File: config.mk
export PLATFORM = sky130hd
export DESIGN_NAME = uart_tx_ctrl
export DESIGN_NICKNAME = d
export VERILOG_FILES = /design/src/rtl/uart_tx_ctrl_pkg.sv /design/src/rtl/uart_tx_ctrl_baud_gen.sv /design/src/rtl/uart_tx_ctrl.sv
export SDC_FILE = /design/constraint.sdc
export NUM_CORES = 1
export LEC_CHECK = 0
export CORE_MARGIN = 2
export CORE_UTILIZATION = 45
export CTS_CLUSTER_DIAMETER = 30
export DETAILED_ROUTE_END_ITERATION = 12
export HOLD_SLACK_MARGIN = 0.03
export PLACE_DENSITY = 0.71
export SETUP_SLACK_MARGIN = 0.1
export SYNTH_ARGS = -nofsm -noshare
export SYNTH_HDL_FRONTEND = slang
export SYNTH_SLANG_ARGS = --single-unit
File: constraint.sdc
create_clock -name clock -period 3.1 [get_ports clock]
set_clock_uncertainty 0.2 [all_clocks]
set_input_delay 0.62 -clock clock [delete_from_list [all_inputs] [get_ports clock]]
set_output_delay 0.62 -clock clock [all_outputs]
set_load 0.01 [all_outputs]
File: src/rtl/uart_tx_ctrl_pkg.sv
// Shared types and constants for the UART transmit path (and the future RX side).
package uart_tx_ctrl_pkg;

  localparam int UART_DATA_W = 8;
  localparam int UART_BAUD_W = 16;

  // Encoding of the CTRL parity-select bit
  localparam logic PARITY_EVEN = 1'b0;
  localparam logic PARITY_ODD  = 1'b1;

  typedef enum logic [2:0] {
    IDLE,
    LOAD,
    START,
    DATA,
    PARITY,
    STOP1,
    STOP2
  } tx_state_t;

endpackage

File: src/rtl/uart_tx_ctrl_baud_gen.sv
// Bit-period timer: counts 0..div-1 and flags the last clock of each bit.
// div must be >= 1; the caller clamps a programmed 0 to 1.
module uart_baud_gen
  import uart_tx_ctrl_pkg::*;
#(
  parameter int W = UART_BAUD_W
) (
  input  logic         clock,
  input  logic         reset,
  input  logic         clear,
  input  logic [W-1:0] div,
  output logic         bit_done
);

  logic [W-1:0] cnt_q, cnt_d;

  assign bit_done = (cnt_q == div - W'(1));

  // Next count: wrap at the end of a bit or when the owner clears it
  always_comb begin
    // NOTE: assign a default first so every path drives cnt_d and no latch is inferred.
    cnt_d = cnt_q;
    if (clear || bit_done) begin
      cnt_d = '0;
    end else begin
      cnt_d = cnt_q + W'(1);
    end
  end

  // Counter register with synchronous reset
  always_ff @(posedge clock) begin
    // NOTE: sequential state uses non-blocking assignments so all flops update together.
    if (reset) begin
      cnt_q <= '0;
    end else begin
      cnt_q <= cnt_d;
    end
  end

endmodule

File: src/rtl/uart_tx_ctrl.sv
// UART transmit sequencer: pops bytes from the TX FIFO and shifts out
// start / 8 data (LSB first) / optional parity / 1 or 2 stop bits.
// Optional line-break generation is compiled in with UART_TX_BREAK_EN.
module uart_tx_ctrl
  import uart_tx_ctrl_pkg::*;
#(
  parameter int DATA_W = UART_DATA_W,
  parameter int BAUD_W = UART_BAUD_W
) (
  input  logic              clock,
  input  logic              reset,
  input  logic              uart_en,
  input  logic              tx_en,
  input  logic              parity_enable,
  input  logic              parity,
  input  logic              stop_bit,
  input  logic [BAUD_W-1:0] baud_rate,
  input  logic              tx_fifo_empty,
  input  logic [DATA_W-1:0] tx_fifo_rdata,
`ifdef UART_TX_BREAK_EN
  input  logic              send_break,
`endif
  output logic              tx_fifo_rd_en,
  output logic              tx,
  output logic              busy
);

  localparam int IDX_W = $clog2(DATA_W);
  localparam logic [IDX_W-1:0] LAST_IDX = IDX_W'(DATA_W - 1);

  tx_state_t         state_q;
  logic [DATA_W-1:0] shift_q;
  logic [IDX_W-1:0]  bit_idx_q;
  logic [BAUD_W-1:0] div_q;
  logic              par_en_q;
  logic              par_bit_q;
  logic              stop2_q;
  logic              tx_q;

  logic bit_done;
  logic bit_clear;
  logic pop_block;
  logic break_busy;
  logic idle_tx;

  // Bit timer only runs in the bit-carrying states; IDLE and LOAD hold it at 0
  // so every frame's first bit starts from a clean count.
  assign bit_clear = (state_q == IDLE) || (state_q == LOAD);

  uart_baud_gen #(.W(BAUD_W)) u_baud (
    .clock    (clock),
    .reset    (reset),
    .clear    (bit_clear),
    .div      (div_q),
    .bit_done (bit_done)
  );

`ifdef UART_TX_BREAK_EN
  logic brk_q;
  logic brk_hold_q;

  // Break state: brk_q mirrors send_break while idle; brk_hold_q keeps the
  // line high for one extra cycle after release before a pop is allowed.
  always_ff @(posedge clock) begin
    if (reset) begin
      brk_q      <= 1'b0;
      brk_hold_q <= 1'b0;
    end else begin
      brk_q      <= send_break && (state_q == IDLE);
      brk_hold_q <= brk_q;
    end
  end

  assign pop_block  = send_break | brk_q | brk_hold_q;
  assign break_busy = brk_q;
  assign idle_tx    = ~send_break;
`else
  assign pop_block  = 1'b0;
  assign break_busy = 1'b0;
  assign idle_tx    = 1'b1;
`endif

  // The pop strobe is issued in the IDLE cycle itself so the FIFO data is
  // valid during LOAD; reset masks it immediately.
  assign tx_fifo_rd_en = !reset && (state_q == IDLE) && uart_en && tx_en &&
                         !tx_fifo_empty && !pop_block;

  assign busy = !reset && ((state_q != IDLE) || tx_fifo_rd_en || break_busy);
  assign tx   = tx_q;

  // Frame sequencer with registered serial output
  always_ff @(posedge clock) begin
    if (reset) begin
      state_q   <= IDLE;
      shift_q   <= '0;
      bit_idx_q <= '0;
      div_q     <= BAUD_W'(1);
      par_en_q  <= 1'b0;
      par_bit_q <= 1'b0;
      stop2_q   <= 1'b0;
      tx_q      <= 1'b1;
    end else if ((state_q != IDLE) && !uart_en) begin
      // Global disable drops the frame on the spot; the popped byte is lost.
      state_q   <= IDLE;
      bit_idx_q <= '0;
      tx_q      <= 1'b1;
    end else begin
      unique case (state_q)
        IDLE: begin
          tx_q <= idle_tx;
          if (tx_fifo_rd_en) begin
            state_q <= LOAD;
            tx_q    <= 1'b1;
          end
        end
        LOAD: begin
          // Snapshot data and configuration so register writes cannot disturb
          // the frame in flight.
          shift_q   <= tx_fifo_rdata;
          div_q     <= (baud_rate == '0) ? BAUD_W'(1) : baud_rate;
          par_en_q  <= parity_enable;
          par_bit_q <= (parity == PARITY_ODD) ? ~^tx_fifo_rdata : ^tx_fifo_rdata;
          stop2_q   <= stop_bit;
          bit_idx_q <= '0;
          state_q   <= START;
          tx_q      <= 1'b0;
        end
        START: begin
          if (bit_done) begin
            state_q <= DATA;
            tx_q    <= shift_q[0];
          end
        end
        DATA: begin
          if (bit_done) begin
            shift_q <= shift_q >> 1;
            if (bit_idx_q == LAST_IDX) begin
              if (par_en_q) begin
                state_q <= PARITY;
                tx_q    <= par_bit_q;
              end else begin
                state_q <= STOP1;
                tx_q    <= 1'b1;
              end
            end else begin
              bit_idx_q <= bit_idx_q + IDX_W'(1);
              tx_q      <= shift_q[1];
            end
          end
        end
        PARITY: begin
          if (bit_done) begin
            state_q <= STOP1;
            tx_q    <= 1'b1;
          end
        end
        STOP1: begin
          tx_q <= 1'b1;
          if (bit_done) begin
            state_q <= stop2_q ? STOP2 : IDLE;
          end
        end
        STOP2: begin
          tx_q <= 1'b1;
          if (bit_done) begin
            state_q <= IDLE;
          end
        end
        default: begin
          state_q <= IDLE;
          tx_q    <= 1'b1;
        end
      endcase
    end
  end

endmodule
==> metrics.cfg, run 1 <==
[cells_and_area]
final-seq-area_um2=1010
multiInputGateArea_um2=1930
drive_gt1_frac=0.141
area_growth_pct=25.4
fill_cells=591
final_cells=488
nets=447
antennaDiodeCount=0

[routing]
ant_nets=0
viasPerCell=5.70
route.detailed.drc=0
wl_per_cell_um=15.1
vias=2783
drtIter0Drc=144
wl_um=7390
first_pass_iters=4

[synthesis]
yosysWarnings=0
synth_top_cell_by_area=dfxtp_1
synth_top_area_frac=0.341
synth_nets=403
synth.yosys.seq_area_share=0.341
syn-cell-area_um2=2930
synth.area.top_cells=dfxtp_1 34%, nand2_1 6.4%, xor2_1 6.3%, nor2_1 5.9%, xnor2_1 5.4%
synth-main-ff-cell=dfxtp_1
synth_edf_count=0
synth.avg_cell_area_um2=7.99
yosys.cell_types.count=56
syn_inst=367
synthArstFlopShare=0
ys_seq_elements=50

[power_and_ir_drop]
p_sw_frac=0.274
powerDensity_nw_per_um2=356
p_int_mw=0.950
power_leakage_nw=1.36
totalPowerFinal_mw=1.31
pwr-share-clk=0.279
pwr-share-seq=0.504
ir_drop_mv=0.215
p_sw_mw=0.358
pwr-share-comb=0.217

[worst_setup_path]
crit_required_ps=3100
cp-start-kind=flop
worst_path_max_delay_cell=or3b_2
cp_cell_sequence=inv_2 -> ha_4 -> or4b_4 -> nor2_1 -> or3b_2 -> a2111oi_2 -> a2111o_1 -> nand3_4 -> or4_1 -> o211a_1
crit_family=simple AND/OR/NAND/NOR gates
crit_type=flop to flop
end_kind=flop
path_buf_inv=1
worstPathArrival_ps=3020
crit_fanout=6
slowest_delay_ps=460

[floorplan]
dieArea_um2=7180
ioPinCount=35
die_y_um=84.7
initial_core_util=0.464
core-area_um2=6310
die-width_um=84.7
row_count=29

[grt]
grt_max_degree=29
grt_pass1_wl_um=11900
overflow=0
antenna_found_initial=0
grt_pass1_vias=2671
grt_use_total=0.201

[place]
dpl.cell_count=474
dpl_worst_slack_ps=-8.68
gp_congestion=0.882
dp_hpwl_um=5100
numPortBuffers=34

[clock_network]
cts_max_path_buffers=2
clk_latency_ps=300
cts_root_buf=clkbuf_8
tritoncts=built
htree_levels=2
cts-buffers-inserted=5
clkTransAtPathRegs_ps=90
clock_sinks=50
cts-hold-fix-buffers=0

[sta]
period_needed_ps=3020
max_slew_margin=0.716
rsz0062_at_grt=true
hold_viol_final=0
worst_slack_ps=80.7
drv_slew=0
finalCritPeriodShare=0.974
setup_violations=0
worst_pin_slew_ps=426
max_freq_ghz=0.331

[outcome]
status=finished clean

[job]
max-cap-violations=0

[worst_hold_path]
worstHoldPathType=flop to flop

[placed cells by master, fill, tap and decap left out, types with 3 or more instances in the layout]
master            n
ha_1              3
nor3_1           10
and3_1            6
buf_4            19
mux2i_1           8
nor2_1           46
inv_1             7
nand2_1          50
a21oi_1          22
o211a_1           7
nand3b_1          4
clkdlybuf4s50_1  34
xnor2_1          18
o211ai_1          6
nand2b_1          3
nand3_1          10
clkbuf_8          5
nor4_1            4
xor2_1           21
o21ai_0           6
dfxtp_1          46
or4_4             3
nand4_1           5
or3_1             4
or4_1             8
[per-stage QoR]
| step | instance area [um^2] | hold slack (ps) | util | setup TNS (ps) |
|---|---|---|---|---|
| after floorplan | 2940 | 227 | - | 0 |
| after global placement | 3420 | 254 | 0.542 | 0 |
| after detailed placement | 3420 | 259 | 0.542 | -8.68 |
| after CTS | 3530 | 274 | 0.558 | 0 |
| after global routing | 3670 | 302 | 0.582 | -213 |
| final | 3670 | 269 | 0.582 | 0 |
[power groups by stage]
| stage | Sequential (mW) | Clock (mW) | Combinational [mW] |
|---|---|---|---|
| floorplan | 0.674 | 0 | 0.138 |
| global placement | 0.675 | 0 | 0.218 |
| detailed placement | 0.676 | 0 | 0.221 |
| CTS | 0.661 | 0.378 | 0.232 |
| global route | 0.661 | 0.401 | 0.308 |
| finish | 0.660 | 0.364 | 0.284 |
[layer usage]
metal / up-vias / wire (um) / share of wire / global-route usage
li1: 1385 / - / - / -
met2: 78 / 3820 / 0.52 / 0.356
met5: - / 0 / 0 / 0
met1: 1304 / 3070 / 0.42 / 0.245
met4: 0 / 153 / 0.021 / 0.0664
met3: 16 / 343 / 0.046 / 0.0354
[worst min-delay path: stages (launching register included)]
cell and delay, ps:
dfxtp_1 320, nand2_1 50, a21oi_1 50
[Yosys cell counts, types with 2 or more instances]
| master | count |
|---|---|
| nor4b_1 | 2 |
| nor2_1 | 46 |
| clkbuf_1 | 16 |
| ha_1 | 4 |
| nor3_1 | 10 |
| mux2i_1 | 8 |
| xor2_1 | 21 |
| o21ai_0 | 7 |
| nor4_1 | 4 |
| or3b_1 | 2 |
| dfxtp_1 | 50 |
| and3_1 | 6 |
| and4_1 | 2 |
| nand3b_1 | 4 |
| or4_1 | 9 |
| nand4_1 | 5 |
| nand2b_1 | 3 |
| buf_2 | 4 |
| o221ai_1 | 2 |
| nor2b_1 | 2 |
| inv_1 | 9 |
| or4_4 | 2 |
| nand3_1 | 10 |
| o211a_1 | 7 |
| o211ai_1 | 6 |
| a211oi_1 | 3 |
| nand2_1 | 50 |
| a211o_1 | 2 |
| a21oi_1 | 24 |
| or3_1 | 4 |
| xnor2_1 | 18 |
[registers in the layout (all words and copies together), names as in the netlist]
| register | cells |
|---|---|
| div_q | 16 |
| u_baud.cnt_q | 16 |
| shift_q | 8 |
| bit_idx_q | 3 |
| state_q | 3 |
| par_bit_q | 1 |
| par_en_q | 1 |
| stop2_q | 1 |
| tx | 1 |
[final cells by class]
cell class              count  area share
clock buffers               6      0.0197
clock inverters             1     0.00204
inverters                   9     0.00919
multi-input cells         289       0.525
flip-flops and latches     50       0.275
well taps                  77      0.0262
repair buffers             56       0.143
[kinds of logic (layout without fill, tap and decap cells)]
| family | after synthesis | in the layout | synth area share |
|---|---|---|---|
| AND/OR/NAND/NOR | 170 | 172 | 0.298 |
| AO/OA/AOI/OAI | 66 | 66 | 0.157 |
| flip-flops | 50 | 50 | 0.341 |
| XOR/XNOR | 39 | 39 | 0.117 |
| buffers and inverters | 30 | 72 | 0.0427 |
| multiplexers | 8 | 8 | 0.0273 |
| adder cells (fa/ha/maj) | 4 | 4 | 0.0171 |
[worst paths after layout]
kind,slack (ps),startpoint,cells past startpoint,to
worst min register to register,270,par_bit_q$_SDFFE_PP0P_,2,par_bit_q$_SDFFE_PP0P_
worst max-delay path,80,div_q[1]$_SDFFE_PP0P_,10,shift_q[6]$_SDFFE_PP0P_
worst max register to register,80,div_q[1]$_SDFFE_PP0P_,10,shift_q[6]$_SDFFE_PP0P_
worst min-delay path,270,par_bit_q$_SDFFE_PP0P_,2,par_bit_q$_SDFFE_PP0P_
[timing repair]
item                                    in CTS  in global routing
resized for setup                            3                 24
endpoints found under the setup margin      30                 30
pin swaps                                    0                  7
cloned                                       0                  2
buffers inserted                             0                  5
Note: power is estimated with default switching activity, not from simulation.
==> run 2, diff against run 1 <==
GPL_TIMING_DRIVEN = 1   (was default)
HOLD_SLACK_MARGIN = default   (was 0.03)
SETUP_SLACK_MARGIN = 0.2   (was 0.1)
==> run 2 against run 1 <==
  * Critical path type unchanged
  * Critical path depth fell by 2
  * Largest power group unchanged
  * Utilization rose by 2.4 points
  * Sequential power barely moved
  * Design area rose by 4.1%
  * Highest routed layer unchanged
  * Register-to-register slack improved by 40 ps
==> metrics.cfg, run 2 (synthesis gave the netlist of run 1 again) <==
[outcome]
status=finished clean

[grt]
use_met1=0.224
grt_pass1_wl_um=11100
antenna_found_initial=0
use_met2=0.333
grt_use_total=0.187
overflow=0
grt_busiest_layer=met2
grt_pass1_vias=2544
grtUsageMet3=0.0315
grt_max_degree=28

[power_and_ir_drop]
ir_drop_mv=0.226
powerDensity_nw_per_um2=373
power_leakage_nw=1.40
totalPowerFinal_mw=1.43

[sta]
worst_pin_slew_ps=424
tns_ps=0
setup_violations=0
finalCritPeriodShare=0.960
worst_slack_ps=124
period_needed_ps=2980
rsz0062_at_grt=true
max_slew_margin=0.717
drv_slew=0
max_freq_ghz=0.336
hold_viol_final=0

[worst_setup_path]
crit_fanout=12
worstPathArrival_ps=2980
end_kind=flop
crit_type=flop to flop
cp-start-kind=flop
crit_required_ps=3110

[floorplan]
initial_core_util=0.464
core-area_um2=6310
die-width_um=84.7
row_count=29
dieArea_um2=7180
ioPinCount=35
die_y_um=84.7

[cells_and_area]
layout_commonest_cell=nand2_1
area_growth_pct=30.5
drive_gt1_frac=0.166
antennaDiodeCount=0
reg_top3=div_q (16), u_baud.cnt_q (16), shift_q (8)
fin_util=0.606
nets=444
layout_common_cells=49 x nand2_1, 48 x dfxtp_1, 33 x clkdlybuf4s50_1, 32 x nor2_1, 24 x a21oi_1

[clock_network]
tritoncts=built
cts_root_buf=clkbuf_8
htree_levels=2
clk_latency_ps=310
clkTransAtPathRegs_ps=90
cts_max_path_buffers=2
cts-hold-fix-buffers=0
clock_sinks=50
cts-buffers-inserted=5

[routing]
wl_per_cell_um=14.3
first_pass_iters=4
route.detailed.drc=0
viasPerCell=5.67
drtIter0Drc=92
vias=2756
wl_um=6970
ant_nets=0

[worst_hold_path]
worstHoldPathType=flop to flop

[place]
dpl_worst_slack_ps=85.8
gp_congestion=0.837
numPortBuffers=34
dp_hpwl_um=4920

[job]
max-cap-violations=0

[run 2: cell count changes in the layout (fill, tap and decap cells not counted), moves of 2 or more]
cell      delta
a21oi_2      -2
clkinv_2     +2
dfxtp_1      +2
buf_12       +2
nor2_4      +14
dfxtp_2      -2
nor2_1      -14
nand3_4      -2
buf_4        -4
o21ai_0      -2
a21oi_1      +2
o21ai_1      +2
[run 2: worst max-delay path, cell delays in order (launching register included)]
cell       delay, ps
dfxtp_1          410
or4_4            550
or3_1            340
mux2i_1          160
a2111oi_4        340
nand3_2          160
buf_12           170
or4_4            410
o211a_1          140
[run 2: layout make-up]
cell class	count	area (um^2)
fillers	563	2490
multi-input cells	287	2010
flip-flops and latches	50	1010
repair buffers	55	563
well taps	77	96.3
clock buffers	5	68.8
clock inverters	3	40.0
inverters	9	36.3
[run 2: metal layers]
layer  part of all wire  vias up
li1                   -     1376
met1               0.44     1313
met2               0.51       50
met3              0.028       17
met4              0.023        0
met5                  0        -
[run 2: stage by stage]
step,cell area [um^2],hold slack (ps),cells
after global placement,3430,255,471
after detailed placement,3430,258,471
final,3820,263,486
after CTS,3540,271,480
after floorplan,2970,227,367
after global routing,3820,299,486
[run 2: report_power, final]
group	internal (mW)	switching (mW)
registers	0.650	0.00971
logic	0.169	0.143
clock network	0.238	0.217
total	1.06	0.370
[run 2: timing repair]
action | 4_1_cts | 5_1_grt
buffers inserted | 1 | 3
gates resized for setup | 1 | 57
setup endpoints to repair | 11 | 32
cloned | 0 | 3
pin swaps | 1 | 20
[run 2: worst paths after layout]
check / from / endpoint / slack [ps] / cells after the start
min reg2reg: par_bit_q$_SDFFE_PP0P_ / par_bit_q$_SDFFE_PP0P_ / 260 / 2
max: div_q[4]$_SDFFE_PP0P_ / shift_q[6]$_SDFFE_PP0P_ / 120 / 8
max reg2reg: div_q[4]$_SDFFE_PP0P_ / shift_q[6]$_SDFFE_PP0P_ / 120 / 8
min: par_bit_q$_SDFFE_PP0P_ / par_bit_q$_SDFFE_PP0P_ / 260 / 2
